**src/rtl/fifo_push_arbiter.sv**
```systemverilog
// fifo_push_arbiter
// Round-robin arbiter that lets NREQ producers share the single write port of
// a FIFO. Grants are combinational and gated by fifo_full; at most one push
// per cycle.
//
// Optional feature: define ARB_BURST_EN to compile in the IDLE/HOLD burst
// state machine. Then one grant covers up to BURST_LEN consecutive pushes by
// the same owner. Without the macro, every push rotates the pointer and busy
// is tied to 0.
//
// Handshake: requester i holds req[i] and its data stable until it sees
// gnt[i]=1. Its data is consumed on any clk edge where gnt[i]=1. gnt is
// one-hot or zero. fifo_push equals |gnt.
module fifo_push_arbiter #(
    parameter int WIDTH     = 8,
    parameter int DEPTH     = 4,
    parameter int NREQ      = 4,
    parameter int BURST_LEN = 2,
    parameter int IW        = (NREQ > 1) ? $clog2(NREQ) : 1
) (
    input  logic                    clk,
    input  logic                    rst,
    input  logic [NREQ-1:0]         req,
    input  logic [NREQ*WIDTH-1:0]   req_data,
    input  logic                    fifo_full,
    output logic [NREQ-1:0]         gnt,
    output logic                    fifo_push,
    output logic [WIDTH-1:0]        fifo_data_in,
    output logic [IW-1:0]           owner,
    output logic                    busy
);

    // Elaboration-time sanity check of the configuration.
    if (NREQ < 2 || NREQ > 16 || BURST_LEN < 1 || DEPTH < 1) begin : g_param_check
        $error("fifo_push_arbiter: illegal parameter set");
    end

    // Increment modulo NREQ. This also works when NREQ is not a power of two.
    function automatic logic [IW-1:0] next_idx(input logic [IW-1:0] idx);
        if (idx == IW'(NREQ - 1)) begin
            return '0;
        end
        return idx + 1'b1;
    endfunction

    logic [IW-1:0] rr_ptr_q, rr_ptr_d;
    logic [IW-1:0] owner_q, owner_d;
    logic [IW-1:0] scan_start;
    logic [IW-1:0] scan_idx;
    logic          scan_hit;
    logic [IW-1:0] win_idx;
    logic          grant_any;

`ifdef ARB_BURST_EN
    localparam int CW = $clog2(BURST_LEN + 1);
    localparam logic [0:0] ST_IDLE = 1'b0;
    localparam logic [0:0] ST_HOLD = 1'b1;

    logic [0:0]    state_q, state_d;
    logic [CW-1:0] burst_cnt_q, burst_cnt_d;
    logic [CW-1:0] burst_cnt_inc;
    logic          busy_q, busy_d;
    logic          in_hold;
    logic          hold_cont;

    assign in_hold       = (state_q == ST_HOLD);
    assign hold_cont     = in_hold && req[owner_q];
    assign burst_cnt_inc = burst_cnt_q + 1'b1;
    // When the owner drops its request, the hold ends and the scan resumes after it.
    assign scan_start    = in_hold ? next_idx(owner_q) : rr_ptr_q;
`else
    assign scan_start    = rr_ptr_q;
`endif

    // Round-robin scan: first set req bit from scan_start upward, with wrap.
    always_comb begin
        int j;
        logic [IW-1:0] idx;
        scan_hit = 1'b0;
        scan_idx = '0;
        j        = 0;
        idx      = '0;
        for (int k = 0; k < NREQ; k++) begin
            j = int'(scan_start) + k;
            if (j >= NREQ) begin
                j = j - NREQ;
            end
            idx = IW'(j);
            if (!scan_hit && req[idx]) begin
                scan_hit = 1'b1;
                scan_idx = idx;
            end
        end
    end

    // Winner selection: nothing during reset or while the FIFO is full.
    always_comb begin
        grant_any = 1'b0;
        win_idx   = '0;
        if (!rst && !fifo_full) begin
`ifdef ARB_BURST_EN
            if (hold_cont) begin
                grant_any = 1'b1;
                win_idx   = owner_q;
            end else if (scan_hit) begin
                grant_any = 1'b1;
                win_idx   = scan_idx;
            end
`else
            if (scan_hit) begin
                grant_any = 1'b1;
                win_idx   = scan_idx;
            end
`endif
        end
    end

    // One-hot grant and data mux for the FIFO write port.
    always_comb begin
        gnt          = '0;
        fifo_data_in = '0;
        for (int i = 0; i < NREQ; i++) begin
            if (grant_any && (win_idx == IW'(i))) begin
                gnt[i]       = 1'b1;
                fifo_data_in = req_data[i*WIDTH +: WIDTH];
            end
        end
    end

    assign fifo_push = grant_any;
    assign owner     = owner_q;

`ifdef ARB_BURST_EN
    // Next-state logic for the pointer, owner and burst hold.
    always_comb begin
        rr_ptr_d    = rr_ptr_q;
        owner_d     = owner_q;
        state_d     = state_q;
        burst_cnt_d = burst_cnt_q;
        busy_d      = busy_q;
        if (grant_any) begin
            if (hold_cont) begin
                // The owner continues its burst. The burst closes when it reaches BURST_LEN.
                if (burst_cnt_inc == CW'(BURST_LEN)) begin
                    state_d     = ST_IDLE;
                    busy_d      = 1'b0;
                    burst_cnt_d = '0;
                    rr_ptr_d    = next_idx(owner_q);
                end else begin
                    burst_cnt_d = burst_cnt_inc;
                end
            end else if (BURST_LEN > 1) begin
                // A new winner opens a hold. rr_ptr stays put until the burst closes.
                owner_d     = win_idx;
                burst_cnt_d = CW'(1);
                state_d     = ST_HOLD;
                busy_d      = 1'b1;
            end else begin
                rr_ptr_d = next_idx(win_idx);
                owner_d  = win_idx;
            end
        end else if (in_hold && !fifo_full && !rst) begin
            // The owner dropped and nobody else is requesting: release the hold.
            state_d     = ST_IDLE;
            busy_d      = 1'b0;
            burst_cnt_d = '0;
            rr_ptr_d    = next_idx(owner_q);
        end
    end

    // State registers with asynchronous reset.
    always_ff @(posedge clk or posedge rst) begin
        if (rst) begin
            rr_ptr_q    <= '0;
            owner_q     <= '0;
            state_q     <= ST_IDLE;
            burst_cnt_q <= '0;
            busy_q      <= 1'b0;
        end else begin
            rr_ptr_q    <= rr_ptr_d;
            owner_q     <= owner_d;
            state_q     <= state_d;
            burst_cnt_q <= burst_cnt_d;
            busy_q      <= busy_d;
        end
    end

    assign busy = busy_q;
`else
    // Next-state logic: every push rotates the pointer past the winner.
    always_comb begin
        rr_ptr_d = rr_ptr_q;
        owner_d  = owner_q;
        if (grant_any) begin
            rr_ptr_d = next_idx(win_idx);
            owner_d  = win_idx;
        end
    end

    // Pointer and owner registers with asynchronous reset.
    always_ff @(posedge clk or posedge rst) begin
        if (rst) begin
            rr_ptr_q <= '0;
            owner_q  <= '0;
        end else begin
            rr_ptr_q <= rr_ptr_d;
            owner_q  <= owner_d;
        end
    end

    assign busy = 1'b0;
`endif

endmodule
```
**config.mk**
```make
export PLATFORM = sky130hd
export DESIGN_NAME = fifo_push_arbiter
export DESIGN_NICKNAME = d
export VERILOG_FILES = /design/src/rtl/fifo_push_arbiter.sv
export SDC_FILE = /design/constraint.sdc
export NUM_CORES = 1
export LEC_CHECK = 0
export ABC_AREA = 1
export CAP_MARGIN = 20
export CORE_ASPECT_RATIO = 0.7
export CORE_MARGIN = 2
export CORE_UTILIZATION = 40
export DETAILED_ROUTE_END_ITERATION = 7
export GPL_TIMING_DRIVEN = 0
export MAX_ROUTING_LAYER = met4
export PLACE_DENSITY = 0.86
export SYNTH_ARGS = -nofsm -noshare
export SYNTH_HDL_FRONTEND = slang
export SYNTH_SLANG_ARGS = --single-unit
```
**constraint.sdc**
```tcl
create_clock -name clk -period 3.3 [get_ports clk]
set_clock_uncertainty 0.1 [all_clocks]
set_input_delay 0.495 -clock clk [delete_from_list [all_inputs] [get_ports clk]]
set_output_delay 0.495 -clock clk [all_outputs]
set_load 0.005 [all_outputs]
```
Yosys cells after proc, flatten, opt, wreduce, memory -nomap -nowiden

Index checks and enable logic that the tools add are counted.

Register bits: 4
Input port bits: 39
Output and inout port bits: 16
Word-level logic and storage cells: 71

Add/subtract/negate cells: 8
Magnitude comparators: 8
Equal/unequal tests: 3
Muxes and demuxes: 36
Reductions and logical operators: 14

Operators by type and width:

| kind                  | count |
|---|---|
| $mux W8               | 4 |
| $mux W2               | 12 |
| $mux W1               | 16 |
| $lt A2 B3 Y1 const B  | 4 |
| $ge A3 B3 Y1 const B  | 3 |
| $bmux W1 S2           | 4 |
| $logic_and A1 B1 Y1   | 8 |
| $sub A2 B1 Y2 const B | 4 |
| $add A2 B2 Y3 const B | 2 |
| $logic_not A1 Y1      | 5 |
| $eq A2 B2 Y1 const B  | 2 |
| $add A2 B1 Y3 const B | 1 |
| $ge A2 B3 Y1 const B  | 1 |
| $add A2 B1 Y2 const B | 1 |
| $eq A2 B1 Y1 const B  | 1 |
| $logic_not A2 Y1      | 1 |

Logic depth before layout (Yosys ltp)

Depth in word-level cells: 22
Mapped depth: 21
Mapped depth without buffers: 18

Worst setup path before layout

No wires, ideal clock.

Path type: reg2out
From: reg rr_ptr_q[0]
To: out fifo_data_in[0]
Data arrival time: 2,154 ps
Data required time: 2,705 ps
Path slack: 551 ps
Stages on the path, launching flop included: 22
Buffers on the path: 3
Cells stage by stage: dfrtp_1 -> buf_6 -> inv_6 -> nand2_2 -> nand2_2 -> nand2_1 -> nand2_1 -> inv_1 -> nand2_1 -> nand2_1 -> nand2_1 -> nand2_1 -> nand2_2 -> inv_1 -> ha_1 -> buf_2 -> buf_1 -> nor2_1 -> nand4_1 -> nand3_1 -> nand2_1 -> nand2_1

Longest elaborated chain between the ends: 22
Elaborated cells on any way between the ends: 53
Classes of those cells: add/sub: 7; order compare: 4; eq/ne: 3; mux: 28; reduce/logical: 11

Ends and longest elaborated chain:

| item                                                   | RTL line | text |
|---|---|---|
| start: declaration                                     | 46       | `logic [IW-1:0] rr_ptr_q, rr_ptr_d;` |
| start signal: assignment                               | 206      | `rr_ptr_q <= rr_ptr_d;` |
| branches (longest 14 deep; another with $add A2 B1 Y3) | n/a      |  |
| $mux W2 *                                              | 110      | `if (scan_hit) begin` |
| $mux W2 *                                              | 100      | `if (!rst && !fifo_full) begin` |
| net win_idx[0]                                         | 51       | `logic [IW-1:0] win_idx;` |
| $logic_not A2 Y1                                       | 123      | `if (grant_any && (win_idx == IW'(i))) begin` |
| $logic_and A1 B1 Y1                                    | 123      |  |
| $mux W8 (3 in a row)                                   | 123      |  |
| $mux W8 *                                              | 123      |  |
| end: declaration                                       | 28       | `output logic [WIDTH-1:0] fifo_data_in,` |

Mark *: on every way through the listed nets, which the timed path passes. The select of a mux whose other input is x is not followed.

Worst setup path in the final report

From: in rst
To: out gnt[3]

Longest elaborated chain between the ends: 6
Elaborated cells on any way between the ends: 7
Classes of those cells: eq/ne: 1; mux: 3; reduce/logical: 3

Ends and longest elaborated chain:

| item                       | RTL line | text |
|---|---|---|
| start: declaration         | 22       | `input logic rst,` |
| $logic_not A1 Y1 (no line) | n/a      |  |
| $logic_and A1 B1 Y1        | 100      |  |
| $mux W2                    | 100      |  |
| net win_idx[1]             | 51       |  |
| $eq A2 B2 Y1               | 123      |  |
| $logic_and A1 B1 Y1        | 123      |  |
| $mux W1                    | 123      |  |
| end: declaration           | 26       | `output logic [NREQ-1:0] gnt,` |

The timed path passes the listed nets, and every way through them passes these cells.

==> results.md <==
* Latest clock arrival within the worst-skew pair at 0.22 ns
* Nets at 287
* Final RePlAce weighted congestion at 0.8026
* CP startpoint kind: input pin
* DRT antenna net count at 0
* Dpl cell area at 1604 um^2
* TNS Setup at 0 ns
* Post-synth top area share at 20.39%
* Synth warn at 0
* Fmax at 316.8 MHz
* Yosys cell types at 29
* Chip width at 64.68 um
* Main combinational cell family by area after synthesis: simple AND/OR/NAND/NOR gates
* Die area at 3006 um^2
* Slowest CP cell: clkdlybuf4s50_1
* Worst VDD drop at 0.0003123 V
* Mux cell area share after synthesis at 0%
* I/O Buffers at 53
* Cell mode on critical path: clkdlybuf4s50_1
* Met3 Usage GRT at 3.423%
* Gate Count Post-Synth at 179
* Starting density of the core at 41.93%
* Crit. End Element: output pin
* Hold Path End: owner[0]
* Synth Cell Area at 1031 um^2
* Total grt overflow at 0
* H-tree levels at 1
* Top delay family on crit path: buffers and inverters
* Min-delay worst type: reg -> reg
* Lkg Pwr at 1.045 nW
* Xor-xnor portion of the synthesized cell area at 0.8495%
* Critical Path RT at 2.70 ns
* Ports at 55
* DRC at 0
* Outcome: finished clean
* Period utilisation layout at 95.65%
* Max-slew violation count at 0
* Die Y at 46.48 um
* DRT iter0 DRCs at 66
* Fin. Hold Viols at 0
* Clk sinks at 4
* Final wirelength at 3020 um
* DR vias at 1,316
* Simple-Gate Fraction of Synth Area at 62.38%
* Synthesized Nets at 222
* Post-synth top cells: 56 x nand2_1, 30 x inv_1, 24 x nand4_1
* Most frequent cell after synthesis: nand2_1
* Post-synthesis compound-gate area fraction at 1.456%
* Ant diodes at 0
* Layout cells sized above 1 at 23.97%
* Seq/Total Area, Yosys at 9.709%
* Adder-Cell Fraction of Synth Area at 4.854%
* Clock buffer depth at 2
* Hold slack at 0.3908 ns
* Worst-path clk slew at 0.03 ns
* CTS Buf Count at 3
* Dpl hpwl at 2174 um
* #FFs+latches synth at 4
* Hold_sp: owner[0]
* Hold Path Stages at 2
* Largest net degree at the start of global routing at 11
* Syn_area_per_cell at 5.760 um^2
* Design area at 1832 um^2
* Period minus WS final at 3.157 ns
* Post-synth top area cell: nand2_1
* Reg2Reg Setup Slack at 1.26 ns
* Number of enable flip-flop cells after synthesis at 0
* Synthesis-to-finish area growth at 77.67%
* Delay of the slowest critical-path stage at 0.51 ns
* Gr usage total at 21.84%
* Tot Pwr at 0.9971 mW
* CP Class: in -> out
* Clk root buf: clkbuf_8
* First-pass GRT wire length at 4843 um
* Reg2reg start: rr_ptr_q[0]
* Met1 Use GR at 30.22%
* DR vias/cell at 4.768
* Final setup viols at 0
* Synth Flop Type: dfrtp_1
* CTS tree: yes
* Largest cells by area after synthesis: nand2_1 20%, nand4_1 15%, inv_1 11%
* Number of global-route vias before repair at 1,129
* Reg-to-Reg End: rr_ptr_q[1]
* GR peak layer: met2
* Cell Pwr Density at 544.4 nW/um^2
* Worst-path fanout max at 9
* Std cell rows at 15
* Unrepaired setup endpoints after global routing: yes
* Reg2Reg Depth at 15
* Wire per inst at 10.94 um
* Max-Cap Viols at 0
* Initial antenna violation count at 0
* Met2 Use GR at 32.08%
* Critical path cell sequence: clkdlybuf4s50_1 -> nor2_4 -> inv_1 -> a21oi_1 -> o21ai_2 -> inv_2 -> ha_2 -> nand3_4 -> inv_6 -> clkdlybuf4s50_1
* Post-synth ARST share at 100.0%
* Core area at 2459 um^2
* Arr. time, crit path at 2.56 ns
* Crit path buffers/inverters at 5
* Detailed Routing Iterations Pass 1 at 5
-- sequential cells by signal (all words and copies together) (netlist names) --
| name | count |
|---|---|
| rr_ptr_q | 2 |
| owner | 2 |
-- metrics by stage --
stage	utilization (%)	setup WS [ns]	instances
finish	74.50	0.1435	276
global route	74.50	-0.01645	276
CTS	72.26	0.005911	273
detailed placement	65.24	-0.7265	266
global placement	65.24	-0.6740	266
floorplan	-	0.5513	179
-- cell type report --
class                           count  area (um^2)
Multi-Input combinational cell    129        822.0
Buffer                              7        65.06
Fill cell                         177        626.9
Timing Repair Buffer               63        613.1
Sequential cell                     4        100.1
Clock buffer                        3        41.29
Inverter                           36        147.6
Tap cell                           34        42.54
-- where the power goes --
part           internal (mW)  switching (mW)  total, mW
Combinational          0.367           0.437      0.804
Clock                 0.0777          0.0244      0.102
Sequential            0.0731          0.0183     0.0914
Total                  0.518           0.479      0.997
-- how the worst max path moves through the flow --
stage	start	to	slack (ns)	cells past startpoint
floorplan	rr_ptr_q[0]	fifo_data_in[0]	0.55	21
global placement	req[3]	fifo_data_in[2]	-0.67	19
detailed placement	req[3]	fifo_data_in[6]	-0.73	19
CTS	rr_ptr_q[0]	fifo_data_in[2]	0.006	19
global route	rr_ptr_q[0]	gnt[3]	-0.02	16
finish	rst	gnt[3]	0.14	10
-- cell usage in the layout, fill, tap and decap left out --
cell type	count
nand2_2	9
buf_8	1
inv_8	1
nor2_2	2
clkbuf_2	1
clkbuf_8	3
nor3_2	1
nand3_2	4
nand4_1	24
o21ai_2	1
a21oi_1	1
nor2_4	2
buf_12	1
buf_4	8
nor2_1	9
inv_1	27
nand2_4	6
clkbuf_1	1
clkdlybuf4s50_1	40
buf_2	3
dlygate4sd2_1	6
nand3_1	9
inv_6	1
dfrtp_1	4
ha_4	3
clkdlybuf4s15_1	1
clkinv_1	4
inv_2	3
ha_2	1
nand2_8	1
conb_1	1
nor2_8	1
o21ai_0	1
nand2_1	50
xor2_1	1
buf_6	3
nand3_4	2
dlymetal6s2s_1	5
-- kinds of logic (layout without fill, tap and decap cells) --
| kind of cell | Yosys count | after routing |
|---|---|---|
| other | 1 | 1 |
| flip-flops | 4 | 4 |
| buffers and inverters | 46 | 109 |
| AO/OA/AOI/OAI | 3 | 3 |
| AND/OR/NAND/NOR | 120 | 120 |
| adder cells (fa/ha/maj) | 4 | 4 |
| XOR/XNOR | 1 | 1 |
-- what timing repair did --
item                       CTS  global route
hold buffers                 0             0
cloned                       0             1
resized for setup           33            16
pin swaps                    9             4
setup buffers                7             2
setup endpoints to repair   12             7
-- per-layer routing --
layer / up-vias / share of wire [%] / routed length [um]
li1: 694 / - / -
met1: 574 / 50 / 1522
met2: 46 / 44 / 1334
met3: 2 / 4.9 / 147
met4: 0 / 0.53 / 16
met5: - / 0 / 0
-- worst reg2reg max path, delay by kind of cell (launching register included) --
kind,cells,cell delay [ns]
simple gates,10,0.73
flops,1,0.38
buf+inv,3,0.38
fa+ha+maj,1,0.22
compound gates,1,0.10
Power figures use the tool's default switching activity.
